[config.mk]
export PLATFORM = sky130hd
export DESIGN_NAME = multicycle_ctrl_fsm_flat
export DESIGN_NICKNAME = d
export VERILOG_FILES = /design/src/rtl/ctrl_pkg.sv /design/src/rtl/multicycle_ctrl_fsm_if.sv /design/src/rtl/mem_wait_timer.sv /design/src/rtl/multicycle_ctrl_fsm.sv /design/src/flat_wrapper.sv
export SDC_FILE = /design/constraint.sdc
export NUM_CORES = 1
export LEC_CHECK = 0
export ABC_AREA = 0
export CAP_MARGIN = 10
export CORE_MARGIN = 4
export CORE_UTILIZATION = 45
export CTS_CLUSTER_SIZE = 24
export DETAILED_ROUTE_END_ITERATION = 8
export GPL_ROUTABILITY_DRIVEN = 0
export PLACE_DENSITY = 0.77
export SKIP_LAST_GASP = 1
export SLEW_MARGIN = 20
export SYNTH_ARGS = -nofsm -noshare
export SYNTH_HDL_FRONTEND = slang
export SYNTH_SLANG_ARGS = --single-unit
[constraint.sdc]
create_clock -name clk -period 2.8 [get_ports clk]
set_clock_uncertainty 0.1 [all_clocks]
set_input_delay 0.84 -clock clk [delete_from_list [all_inputs] [get_ports clk]]
set_output_delay 0.84 -clock clk [all_outputs]
set_load 0.02 [all_outputs]
[src/rtl/ctrl_pkg.sv]
// Shared encodings for the multicycle RV32I main controller: opcodes, states,
// datapath select codes, trap causes and the per-state control word.
package ctrl_pkg;

    localparam logic [6:0] OPC_R      = 7'b0110011;
    localparam logic [6:0] OPC_IMM    = 7'b0010011;
    localparam logic [6:0] OPC_LOAD   = 7'b0000011;
    localparam logic [6:0] OPC_STORE  = 7'b0100011;
    localparam logic [6:0] OPC_BRANCH = 7'b1100011;
    localparam logic [6:0] OPC_JAL    = 7'b1101111;
    localparam logic [6:0] OPC_JALR   = 7'b1100111;
    localparam logic [6:0] OPC_LUI    = 7'b0110111;
    localparam logic [6:0] OPC_AUIPC  = 7'b0010111;

    typedef enum logic [4:0] {
        S_FETCH     = 5'd0,
        S_DECODE    = 5'd1,
        S_EXEC_R    = 5'd2,
        S_EXEC_I    = 5'd3,
        S_LUI       = 5'd4,
        S_AUIPC     = 5'd5,
        S_MEM_ADDR  = 5'd6,
        S_MEM_READ  = 5'd7,
        S_MEM_WB    = 5'd8,
        S_MEM_WRITE = 5'd9,
        S_ALU_WB    = 5'd10,
        S_BRANCH    = 5'd11,
        S_JAL       = 5'd12,
        S_JALR      = 5'd13,
        S_JALR_LINK = 5'd14,
        S_TRAP      = 5'd15
    } state_t;

    localparam logic [1:0] RS_ALUOUT = 2'b00;
    localparam logic [1:0] RS_MEM    = 2'b01;
    localparam logic [1:0] RS_ALU    = 2'b10;

    localparam logic [1:0] A_PC      = 2'b00;
    localparam logic [1:0] A_OLDPC   = 2'b01;
    localparam logic [1:0] A_RS1     = 2'b10;
    localparam logic [1:0] A_ZERO    = 2'b11;

    localparam logic [1:0] B_RS2     = 2'b00;
    localparam logic [1:0] B_IMM     = 2'b01;
    localparam logic [1:0] B_FOUR    = 2'b10;

    localparam logic [1:0] ALU_ADD   = 2'b00;
    localparam logic [1:0] ALU_CMP   = 2'b01;
    localparam logic [1:0] ALU_FUNCT = 2'b10;

    localparam logic [1:0] CAUSE_NONE    = 2'b00;
    localparam logic [1:0] CAUSE_ILLEGAL = 2'b01;
    localparam logic [1:0] CAUSE_TIMEOUT = 2'b10;

    // fetch_wr and br are qualifiers resolved in the current cycle (mem_ready, branch flags)
    typedef struct packed {
        logic       mem_req;
        logic       adr_src;
        logic       mem_write;
        logic       fetch_wr;
        logic       pc_write;
        logic       br;
        logic       reg_write;
        logic [1:0] result_src;
        logic [1:0] alu_src_a;
        logic [1:0] alu_src_b;
        logic [1:0] alu_op;
    } ctl_t;

    function automatic ctl_t ctl_for(input state_t s);
        ctl_t c;
        c = '0;
        unique case (s)
            S_FETCH: begin
                c.mem_req    = 1'b1;
                c.fetch_wr   = 1'b1;
                c.result_src = RS_ALU;
                c.alu_src_b  = B_FOUR;
            end
            S_DECODE: begin
                c.alu_src_a = A_OLDPC;
                c.alu_src_b = B_IMM;
            end
            S_EXEC_R: begin
                c.alu_src_a = A_RS1;
                c.alu_op    = ALU_FUNCT;
            end
            S_EXEC_I: begin
                c.alu_src_a = A_RS1;
                c.alu_src_b = B_IMM;
                c.alu_op    = ALU_FUNCT;
            end
            S_LUI: begin
                c.alu_src_a = A_ZERO;
                c.alu_src_b = B_IMM;
            end
            S_AUIPC: begin
                c.alu_src_a = A_OLDPC;
                c.alu_src_b = B_IMM;
            end
            S_MEM_ADDR: begin
                c.alu_src_a = A_RS1;
                c.alu_src_b = B_IMM;
            end
            S_MEM_READ: begin
                c.mem_req = 1'b1;
                c.adr_src = 1'b1;
            end
            S_MEM_WB: begin
                c.result_src = RS_MEM;
                c.reg_write  = 1'b1;
            end
            S_MEM_WRITE: begin
                c.mem_req   = 1'b1;
                c.adr_src   = 1'b1;
                c.mem_write = 1'b1;
            end
            S_ALU_WB: c.reg_write = 1'b1;
            S_BRANCH: begin
                c.br        = 1'b1;
                c.alu_src_a = A_RS1;
                c.alu_op    = ALU_CMP;
            end
            S_JAL: begin
                c.pc_write  = 1'b1;
                c.alu_src_a = A_OLDPC;
                c.alu_src_b = B_FOUR;
            end
            S_JALR: begin
                c.pc_write   = 1'b1;
                c.result_src = RS_ALU;
                c.alu_src_a  = A_RS1;
                c.alu_src_b  = B_IMM;
            end
            S_JALR_LINK: begin
                c.alu_src_a = A_OLDPC;
                c.alu_src_b = B_FOUR;
            end
            default: c = '0;
        endcase
        return c;
    endfunction

    function automatic logic is_mem_state(input state_t s);
        return (s == S_FETCH) || (s == S_MEM_READ) || (s == S_MEM_WRITE);
    endfunction

endpackage

[src/rtl/multicycle_ctrl_fsm_if.sv]
// Controller <-> datapath/memory bundle: IR fields and flags in, selects and enables out.
interface multicycle_ctrl_fsm_if;
    logic [6:0] opcode;
    logic [2:0] funct3;
    logic [6:0] funct7;
    logic       zero;
    logic       lt;
    logic       ltu;
    logic       mem_ready;
    logic       mem_req;
    logic       pc_write;
    logic       adr_src;
    logic       mem_write;
    logic       ir_write;
    logic [1:0] result_src;
    logic [1:0] alu_src_a;
    logic [1:0] alu_src_b;
    logic       reg_write;
    logic [1:0] alu_op;

    modport master (
        input  opcode, funct3, funct7, zero, lt, ltu, mem_ready,
        output mem_req, pc_write, adr_src, mem_write, ir_write,
               result_src, alu_src_a, alu_src_b, reg_write, alu_op
    );

    modport slave (
        output opcode, funct3, funct7, zero, lt, ltu, mem_ready,
        input  mem_req, pc_write, adr_src, mem_write, ir_write,
               result_src, alu_src_a, alu_src_b, reg_write, alu_op
    );
endinterface

[src/rtl/mem_wait_timer.sv]
// Counts stalled cycles of the current memory access and flags the last allowed one.
module mem_wait_timer #(
    parameter int TIMEOUT_CYCLES = 16
) (
    input  logic clk,
    input  logic rst,
    input  logic i_clr,
    input  logic i_active,
    input  logic i_ready,
    output logic o_expired
);
    localparam int CW = (TIMEOUT_CYCLES > 1) ? $clog2(TIMEOUT_CYCLES) : 1;
    localparam logic [CW-1:0] TC = (TIMEOUT_CYCLES > 0) ? CW'(TIMEOUT_CYCLES - 1) : '0;

    logic [CW-1:0] r_count;

    always_ff @(posedge clk) begin
        if (rst || i_clr) begin
            r_count <= '0;
        end else if (i_active && !i_ready) begin
            r_count <= r_count + CW'(1);
        end
    end

    // A ready in the terminal cycle is a normal completion, so it masks expiry
    assign o_expired = (TIMEOUT_CYCLES > 0) && i_active && !i_ready && (r_count == TC);

endmodule

[src/rtl/multicycle_ctrl_fsm.sv]
// Main control FSM of the multicycle RV32I core: sequencing, memory handshake
// with timeout, sticky illegal/timeout trap and retired-instruction counter.
import ctrl_pkg::*;

// state     | meaning
// FETCH     | read instruction, PC+4 ; DECODE | ALUOut = branch/JAL target
// EXEC_R/I  | ALU op on rs1 and rs2/imm ; LUI/AUIPC | imm or oldPC+imm
// MEM_ADDR  | rs1+imm ; MEM_READ/MEM_WRITE | data access ; MEM_WB | load writeback
// ALU_WB    | ALUOut writeback ; BRANCH | compare, conditional PC write
// JAL/JALR  | PC write ; JALR_LINK | oldPC+4 link ; TRAP | sticky halt until rst
module multicycle_ctrl_fsm #(
    parameter int MEM_HANDSHAKE  = 1,
    parameter int TIMEOUT_CYCLES = 16,
    parameter int RETIRE_W       = 32
) (
    input  logic                 clk,
    input  logic                 rst,
    multicycle_ctrl_fsm_if.master bus,
    output logic                 o_trap,
    output logic [1:0]           o_trap_cause,
    output logic [RETIRE_W-1:0]  o_retired,
    output logic [4:0]           o_state_dbg
);
    state_t              r_state;
    ctl_t                r_ctl;
    logic                r_trap;
    logic [1:0]          r_trap_cause;
    logic [RETIRE_W-1:0] r_retired;

    state_t     w_next;
    logic [1:0] w_cause;
    logic       w_retire;
    logic       w_illegal;
    logic       w_rdy;
    logic       w_taken;
    logic       w_expired;
    logic       w_tmr_clr;
    logic       w_tmr_active;
    logic       w_run;

    assign w_rdy        = (MEM_HANDSHAKE != 0) ? bus.mem_ready : 1'b1;
    assign w_tmr_active = is_mem_state(r_state);
    assign w_tmr_clr    = is_mem_state(w_next) && (w_next != r_state);

    mem_wait_timer #(
        .TIMEOUT_CYCLES(TIMEOUT_CYCLES)
    ) u_timer (
        .clk      (clk),
        .rst      (rst),
        .i_clr    (w_tmr_clr),
        .i_active (w_tmr_active),
        .i_ready  (w_rdy),
        .o_expired(w_expired)
    );

    always_comb begin
        w_taken = 1'b0;
        unique case (bus.funct3)
            3'b000:  w_taken = bus.zero;
            3'b001:  w_taken = !bus.zero;
            3'b100:  w_taken = bus.lt;
            3'b101:  w_taken = !bus.lt;
            3'b110:  w_taken = bus.ltu;
            3'b111:  w_taken = !bus.ltu;
            default: w_taken = 1'b0;
        endcase
    end

    always_comb begin
        w_next    = r_state;
        w_cause   = CAUSE_NONE;
        w_retire  = 1'b0;
        w_illegal = 1'b0;
        unique case (r_state)
            S_FETCH: begin
                if (w_rdy) begin
                    w_next = S_DECODE;
                end else if (w_expired) begin
                    w_next  = S_TRAP;
                    w_cause = CAUSE_TIMEOUT;
                end
            end
            S_DECODE: begin
                unique case (bus.opcode)
                    OPC_R: begin
                        if (bus.funct7 == 7'h00 || bus.funct7 == 7'h20) w_next = S_EXEC_R;
                        else w_illegal = 1'b1;
                    end
                    OPC_IMM:              w_next = S_EXEC_I;
                    OPC_LOAD, OPC_STORE:  w_next = S_MEM_ADDR;
                    OPC_BRANCH: begin
                        if (bus.funct3 == 3'b010 || bus.funct3 == 3'b011) w_illegal = 1'b1;
                        else w_next = S_BRANCH;
                    end
                    OPC_JAL:   w_next = S_JAL;
                    OPC_JALR:  w_next = S_JALR;
                    OPC_LUI:   w_next = S_LUI;
                    OPC_AUIPC: w_next = S_AUIPC;
                    default:   w_illegal = 1'b1;
                endcase
                if (w_illegal) begin
                    w_next  = S_TRAP;
                    w_cause = CAUSE_ILLEGAL;
                end
            end
            S_EXEC_R, S_EXEC_I, S_LUI, S_AUIPC, S_JAL, S_JALR_LINK: w_next = S_ALU_WB;
            S_MEM_ADDR: w_next = (bus.opcode == OPC_STORE) ? S_MEM_WRITE : S_MEM_READ;
            S_MEM_READ: begin
                if (w_rdy) begin
                    w_next = S_MEM_WB;
                end else if (w_expired) begin
                    w_next  = S_TRAP;
                    w_cause = CAUSE_TIMEOUT;
                end
            end
            S_MEM_WRITE: begin
                if (w_rdy) begin
                    w_next   = S_FETCH;
                    w_retire = 1'b1;
                end else if (w_expired) begin
                    w_next  = S_TRAP;
                    w_cause = CAUSE_TIMEOUT;
                end
            end
            S_MEM_WB, S_ALU_WB, S_BRANCH: begin
                w_next   = S_FETCH;
                w_retire = 1'b1;
            end
            S_JALR:  w_next = S_JALR_LINK;
            S_TRAP:  w_next = S_TRAP;
            default: w_next = S_FETCH;
        endcase
    end

    // Control word is registered for the state being entered, so outputs come straight from flops
    always_ff @(posedge clk) begin
        if (rst) begin
            r_state      <= S_FETCH;
            r_ctl        <= ctl_for(S_FETCH);
            r_trap       <= 1'b0;
            r_trap_cause <= CAUSE_NONE;
            r_retired    <= '0;
        end else begin
            r_state <= w_next;
            r_ctl   <= ctl_for(w_next);
            if (w_retire) begin
                r_retired <= r_retired + RETIRE_W'(1);
            end
            if (w_next == S_TRAP && r_state != S_TRAP) begin
                r_trap       <= 1'b1;
                r_trap_cause <= w_cause;
            end
        end
    end

    assign w_run = !rst;

    always_comb begin
        bus.mem_req    = w_run & r_ctl.mem_req;
        bus.adr_src    = w_run & r_ctl.adr_src;
        bus.mem_write  = w_run & r_ctl.mem_write;
        bus.ir_write   = w_run & r_ctl.fetch_wr & w_rdy;
        bus.pc_write   = w_run & (r_ctl.pc_write | (r_ctl.fetch_wr & w_rdy) | (r_ctl.br & w_taken));
        bus.reg_write  = w_run & r_ctl.reg_write;
        bus.result_src = w_run ? r_ctl.result_src : 2'b00;
        bus.alu_src_a  = w_run ? r_ctl.alu_src_a : 2'b00;
        bus.alu_src_b  = w_run ? r_ctl.alu_src_b : 2'b00;
        bus.alu_op     = w_run ? r_ctl.alu_op : 2'b00;
    end

    assign o_trap       = w_run & r_trap;
    assign o_trap_cause = w_run ? r_trap_cause : CAUSE_NONE;
    assign o_retired    = r_retired;
    assign o_state_dbg  = r_state;

endmodule

[src/flat_wrapper.sv]
// flat-port wrapper written by rule: the top's interface ports become plain ports
module multicycle_ctrl_fsm_flat 
#(
    parameter int MEM_HANDSHAKE  = 1,
    parameter int TIMEOUT_CYCLES = 16,
    parameter int RETIRE_W       = 32
)
  (clk, rst, o_trap, o_trap_cause, o_retired, o_state_dbg, bus_opcode, bus_funct3, bus_funct7, bus_zero, bus_lt, bus_ltu, bus_mem_ready, bus_mem_req, bus_pc_write, bus_adr_src, bus_mem_write, bus_ir_write, bus_result_src, bus_alu_src_a, bus_alu_src_b, bus_reg_write, bus_alu_op);
  multicycle_ctrl_fsm_if bus_i ();
  input  logic clk;
  input  logic rst;
  output logic o_trap;
  output logic [1:0] o_trap_cause;
  output logic [RETIRE_W-1:0] o_retired;
  output logic [4:0] o_state_dbg;
  input wire logic [$bits(bus_i.opcode)-1:0] bus_opcode;
  input wire logic [$bits(bus_i.funct3)-1:0] bus_funct3;
  input wire logic [$bits(bus_i.funct7)-1:0] bus_funct7;
  input wire logic [$bits(bus_i.zero)-1:0] bus_zero;
  input wire logic [$bits(bus_i.lt)-1:0] bus_lt;
  input wire logic [$bits(bus_i.ltu)-1:0] bus_ltu;
  input wire logic [$bits(bus_i.mem_ready)-1:0] bus_mem_ready;
  output wire logic [$bits(bus_i.mem_req)-1:0] bus_mem_req;
  output wire logic [$bits(bus_i.pc_write)-1:0] bus_pc_write;
  output wire logic [$bits(bus_i.adr_src)-1:0] bus_adr_src;
  output wire logic [$bits(bus_i.mem_write)-1:0] bus_mem_write;
  output wire logic [$bits(bus_i.ir_write)-1:0] bus_ir_write;
  output wire logic [$bits(bus_i.result_src)-1:0] bus_result_src;
  output wire logic [$bits(bus_i.alu_src_a)-1:0] bus_alu_src_a;
  output wire logic [$bits(bus_i.alu_src_b)-1:0] bus_alu_src_b;
  output wire logic [$bits(bus_i.reg_write)-1:0] bus_reg_write;
  output wire logic [$bits(bus_i.alu_op)-1:0] bus_alu_op;
  assign bus_i.opcode = bus_opcode;
  assign bus_i.funct3 = bus_funct3;
  assign bus_i.funct7 = bus_funct7;
  assign bus_i.zero = bus_zero;
  assign bus_i.lt = bus_lt;
  assign bus_i.ltu = bus_ltu;
  assign bus_i.mem_ready = bus_mem_ready;
  assign bus_mem_req = bus_i.mem_req;
  assign bus_pc_write = bus_i.pc_write;
  assign bus_adr_src = bus_i.adr_src;
  assign bus_mem_write = bus_i.mem_write;
  assign bus_ir_write = bus_i.ir_write;
  assign bus_result_src = bus_i.result_src;
  assign bus_alu_src_a = bus_i.alu_src_a;
  assign bus_alu_src_b = bus_i.alu_src_b;
  assign bus_reg_write = bus_i.reg_write;
  assign bus_alu_op = bus_i.alu_op;
  multicycle_ctrl_fsm #(.MEM_HANDSHAKE(MEM_HANDSHAKE), .TIMEOUT_CYCLES(TIMEOUT_CYCLES), .RETIRE_W(RETIRE_W)) u_core (.clk(clk), .rst(rst), .bus(bus_i), .o_trap(o_trap), .o_trap_cause(o_trap_cause), .o_retired(o_retired), .o_state_dbg(o_state_dbg));
endmodule
==> impl_metrics.env <==
export IMPL_post_route_util_pct=71.3
export IMPL_power_uw=2160
export IMPL_dpl_hpwl_um=6160
export IMPL_cp_data_required_time_ns=2.97
export IMPL_area_growth_pct=53.9
export IMPL_antenna_diodes=0
export IMPL_drt_wl_total_um=9140
export IMPL_setup_worst_path_class="primary input to flip-flop"
export IMPL_antenna_found_initial=0
export IMPL_wire_per_inst_um=15.2
export IMPL_clk_insertion_delay_late_ns=0.34
export IMPL_netlist_cell_type_count=57
export IMPL_fp_row_count=30
export IMPL_die_area_um2=8350
export IMPL_placed_area_um2=4420
export IMPL_syn_inst=377
export IMPL_syn_avg_cell_area_um2=8.30
export IMPL_mostFrequentLayoutCells="sky130_fd_sc_hd__buf_4, sky130_fd_sc_hd__dfxtp_1, sky130_fd_sc_hd__nor2_1"
export IMPL_grt_first_pass_wirelength_um=14600
export IMPL_vdd_ir_drop_max_mv=0.360
export IMPL_fin_area_um2=4820
export IMPL_setup_violations=0
export IMPL_worst_setup_hold_path_clk_slew_ns=0.07
export IMPL_fp_dieH_um=91.4
export IMPL_ratio_of_cells_with_drive_above_1_in_the_final_layout_pct=28.7
export IMPL_ctsLongestPathBuffers=2
export IMPL_grt_max_degree=30
export IMPL_ys_warnings_count=0
export IMPL_boundary_pin_count=77
export IMPL_synth_fp_nets=402
export IMPL_tightestPinTransition_ns=0.514
export IMPL_final_hold_worst_slack_ns=0.382
export IMPL_seq_area_um2=1180
export IMPL_fin_nets=542
export IMPL_cts_tree="built"
export IMPL_synth_yosys_seq_area_share_pct=37.7
export IMPL_power_static_leakage_uw=0.00204
export IMPL_yosys_register_bits=59
export IMPL_drt_first_pass_iters=5
export IMPL_async_flop_share_pct=0
export IMPL_finalWorstPathRequiredPeriod_ns=2.78
export IMPL_cts_root_buf="sky130_fd_sc_hd__clkbuf_8"
export IMPL_worst_hold_path_type="flip-flop to flip-flop"
export IMPL_hold_buffers=0
export IMPL_achievable_frequency_mhz=360
export IMPL_critical_path_endpoint_type="flip-flop"
export IMPL_total_number_of_vias=3320
export IMPL_initial_core_util_pct=46.3
export IMPL_outcome="completed"
export IMPL_multi_input_comb_area_um2=2020
export IMPL_port_buffers=75
export IMPL_cts_htree_levels=3
export IMPL_synth_top_flop_cell="sky130_fd_sc_hd__dfxtp_1"
export IMPL_cp_arrival_ns=2.95
export IMPL_slew_headroom_pct=65.4
export IMPL_clkSinkCount=59
export IMPL_die_width_um=91.4
export IMPL_placeableCoreArea_um2=6760
export IMPL_drt_iter0_markers=219
export IMPL_grt_remaining_overflow=0
export IMPL_syn_cell_area_um2=3130
export IMPL_critical_path_startpoint_type="primary input"
export IMPL_vias_per_cell=5.51
export IMPL_slew_viols_final=0
export IMPL_synth_edff_count=0
export IMPL_worstPathMaxFanout=8
export IMPL_cellPowerDensity_nw_per_um2=448
export IMPL_total_routing_resource_utilization_after_global_routing_pct=21.3
export IMPL_drt_drc_violations_left=0
export IMPL_layout_filler_cells=488
export IMPL_final_antenna_net_count=0
export IMPL_cts_buffers_inserted=9
export IMPL_grt_pass1_vias=3193
export IMPL_final_common_cell="sky130_fd_sc_hd__buf_4"
export IMPL_cap_violations=0
export IMPL_finalCritPeriodShare_pct=99.3
export IMPL_finalHoldViolations=0
-- what timing repair did --
action,4_1_cts,5_1_grt
hold endpoints to repair,0,0
setup endpoints to repair,40,27
setup buffers,8,3
pin swaps,25,26
resized for setup,53,54
-- metrics by stage --
stage                     instances  TNS [ns]  worst slack [ns]
after floorplan                 377         0           0.00476
after global placement          575    -16.97            -0.634
after detailed placement        575    -18.54            -0.684
after CTS                       599         0          0.000700
after global routing            602    -0.579            -0.115
final                           602         0            0.0201
-- per-layer routing --
metal  vias up  global-route usage (%)  share of wire [%]
met1      1573                    24.6                 41
met3        17                    5.97                6.3
met4         0                    6.91                1.4
met2       122                    37.7                 51
li1       1608                       -                  -
met5         -                       0                  0
-- final cells by class --
type	instances	area share (%)
multi-input cells	291	41.9
inverters	6	0.468
clock buffers	9	2.57
repair buffers	150	26.5
clock inverters	7	1.90
flip-flops and latches	59	24.6
well taps	80	2.08
-- synth_stat cells (all sizes together) (2+ instances only) --
| master | count | area share (%) |
|---|---|---|
| nand3 | 11 | 1.8 |
| or3 | 11 | 2.4 |
| nor2 | 49 | 5.9 |
| a31oi | 4 | 0.80 |
| nor4 | 7 | 2.0 |
| nand2b | 9 | 1.8 |
| o21ai | 11 | 1.8 |
| a2111oi | 4 | 1.9 |
| o22ai | 2 | 0.40 |
| nand2 | 33 | 4.0 |
| nand3b | 2 | 0.48 |
| a22oi | 2 | 0.48 |
| a211oi | 3 | 0.72 |
| a21oi | 23 | 3.8 |
| and2 | 4 | 0.80 |
| nand4 | 6 | 1.2 |
| xnor2 | 10 | 2.8 |
| xor2 | 25 | 7.0 |
| and3 | 10 | 2.0 |
| mux2i | 3 | 0.96 |
| nor4b | 2 | 0.56 |
| ha | 2 | 0.80 |
| o2111ai | 2 | 0.56 |
| dfxtp | 59 | 38 |
| nor3 | 13 | 2.7 |
| nor3b | 4 | 0.96 |
| a21o | 2 | 0.48 |
| nor2b | 17 | 3.4 |
| clkbuf | 11 | 1.3 |
| and4 | 2 | 0.56 |
| inv | 6 | 0.72 |
| buf | 10 | 1.8 |
-- cell families after synthesis --
group / after synthesis / synth area share (%)
other: 1 / 0.120
AND/OR/NAND/NOR: 187 / 32.5
flip-flops: 59 / 37.7
AO/OA/AOI/OAI: 63 / 14.2
multiplexers: 3 / 0.960
buffers and inverters: 27 / 3.80
adder cells (fa/ha/maj): 2 / 0.800
XOR/XNOR: 35 / 9.80
-- registers in the layout, summed over array words and instances, names as in the netlist --
signal                  flops
u_core.o_retired           32
u_core.o_state_dbg          5
u_core.r_ctl               15
u_core.r_trap               1
u_core.r_trap_cause         2
u_core.u_timer.r_count      4
-- worst max-delay path, cell delays in order --
cell                        delay [ns]
sky130_fd_sc_hd__clkbuf_2         0.10
sky130_fd_sc_hd__nand4bb_4        0.23
sky130_fd_sc_hd__buf_4            0.14
sky130_fd_sc_hd__buf_4            0.14
sky130_fd_sc_hd__a211oi_1         0.25
sky130_fd_sc_hd__nand3_1          0.15
sky130_fd_sc_hd__a41o_1           0.29
sky130_fd_sc_hd__and2_4           0.20
sky130_fd_sc_hd__a21oi_2          0.14
sky130_fd_sc_hd__nand4_1          0.26
sky130_fd_sc_hd__a21oi_1          0.23
-- final timing paths --
path	from	endpoint	slack [ns]	cells past startpoint
setup / recovery	bus_opcode[2]	u_core.u_timer.r_count[0]$_SDFFE_PP0P_	0.02	11
hold / removal	u_core.r_trap_cause[1]$_SDFFE_PP0P_	u_core.r_trap_cause[1]$_SDFFE_PP0P_	0.38	2
setup reg to reg	u_core.u_timer.r_count[0]$_SDFFE_PP0P_	u_core.u_timer.r_count[0]$_SDFFE_PP0P_	0.08	9
hold reg to reg	u_core.r_trap_cause[1]$_SDFFE_PP0P_	u_core.r_trap_cause[1]$_SDFFE_PP0P_	0.38	2
-- power breakdown --
group | total, uW | switching, uW | internal, uW
clock | 850 | 351 | 499
sequential | 881 | 16.0 | 865
combinational | 430 | 222 | 208
Note: power is estimated with default switching activity, not from simulation.
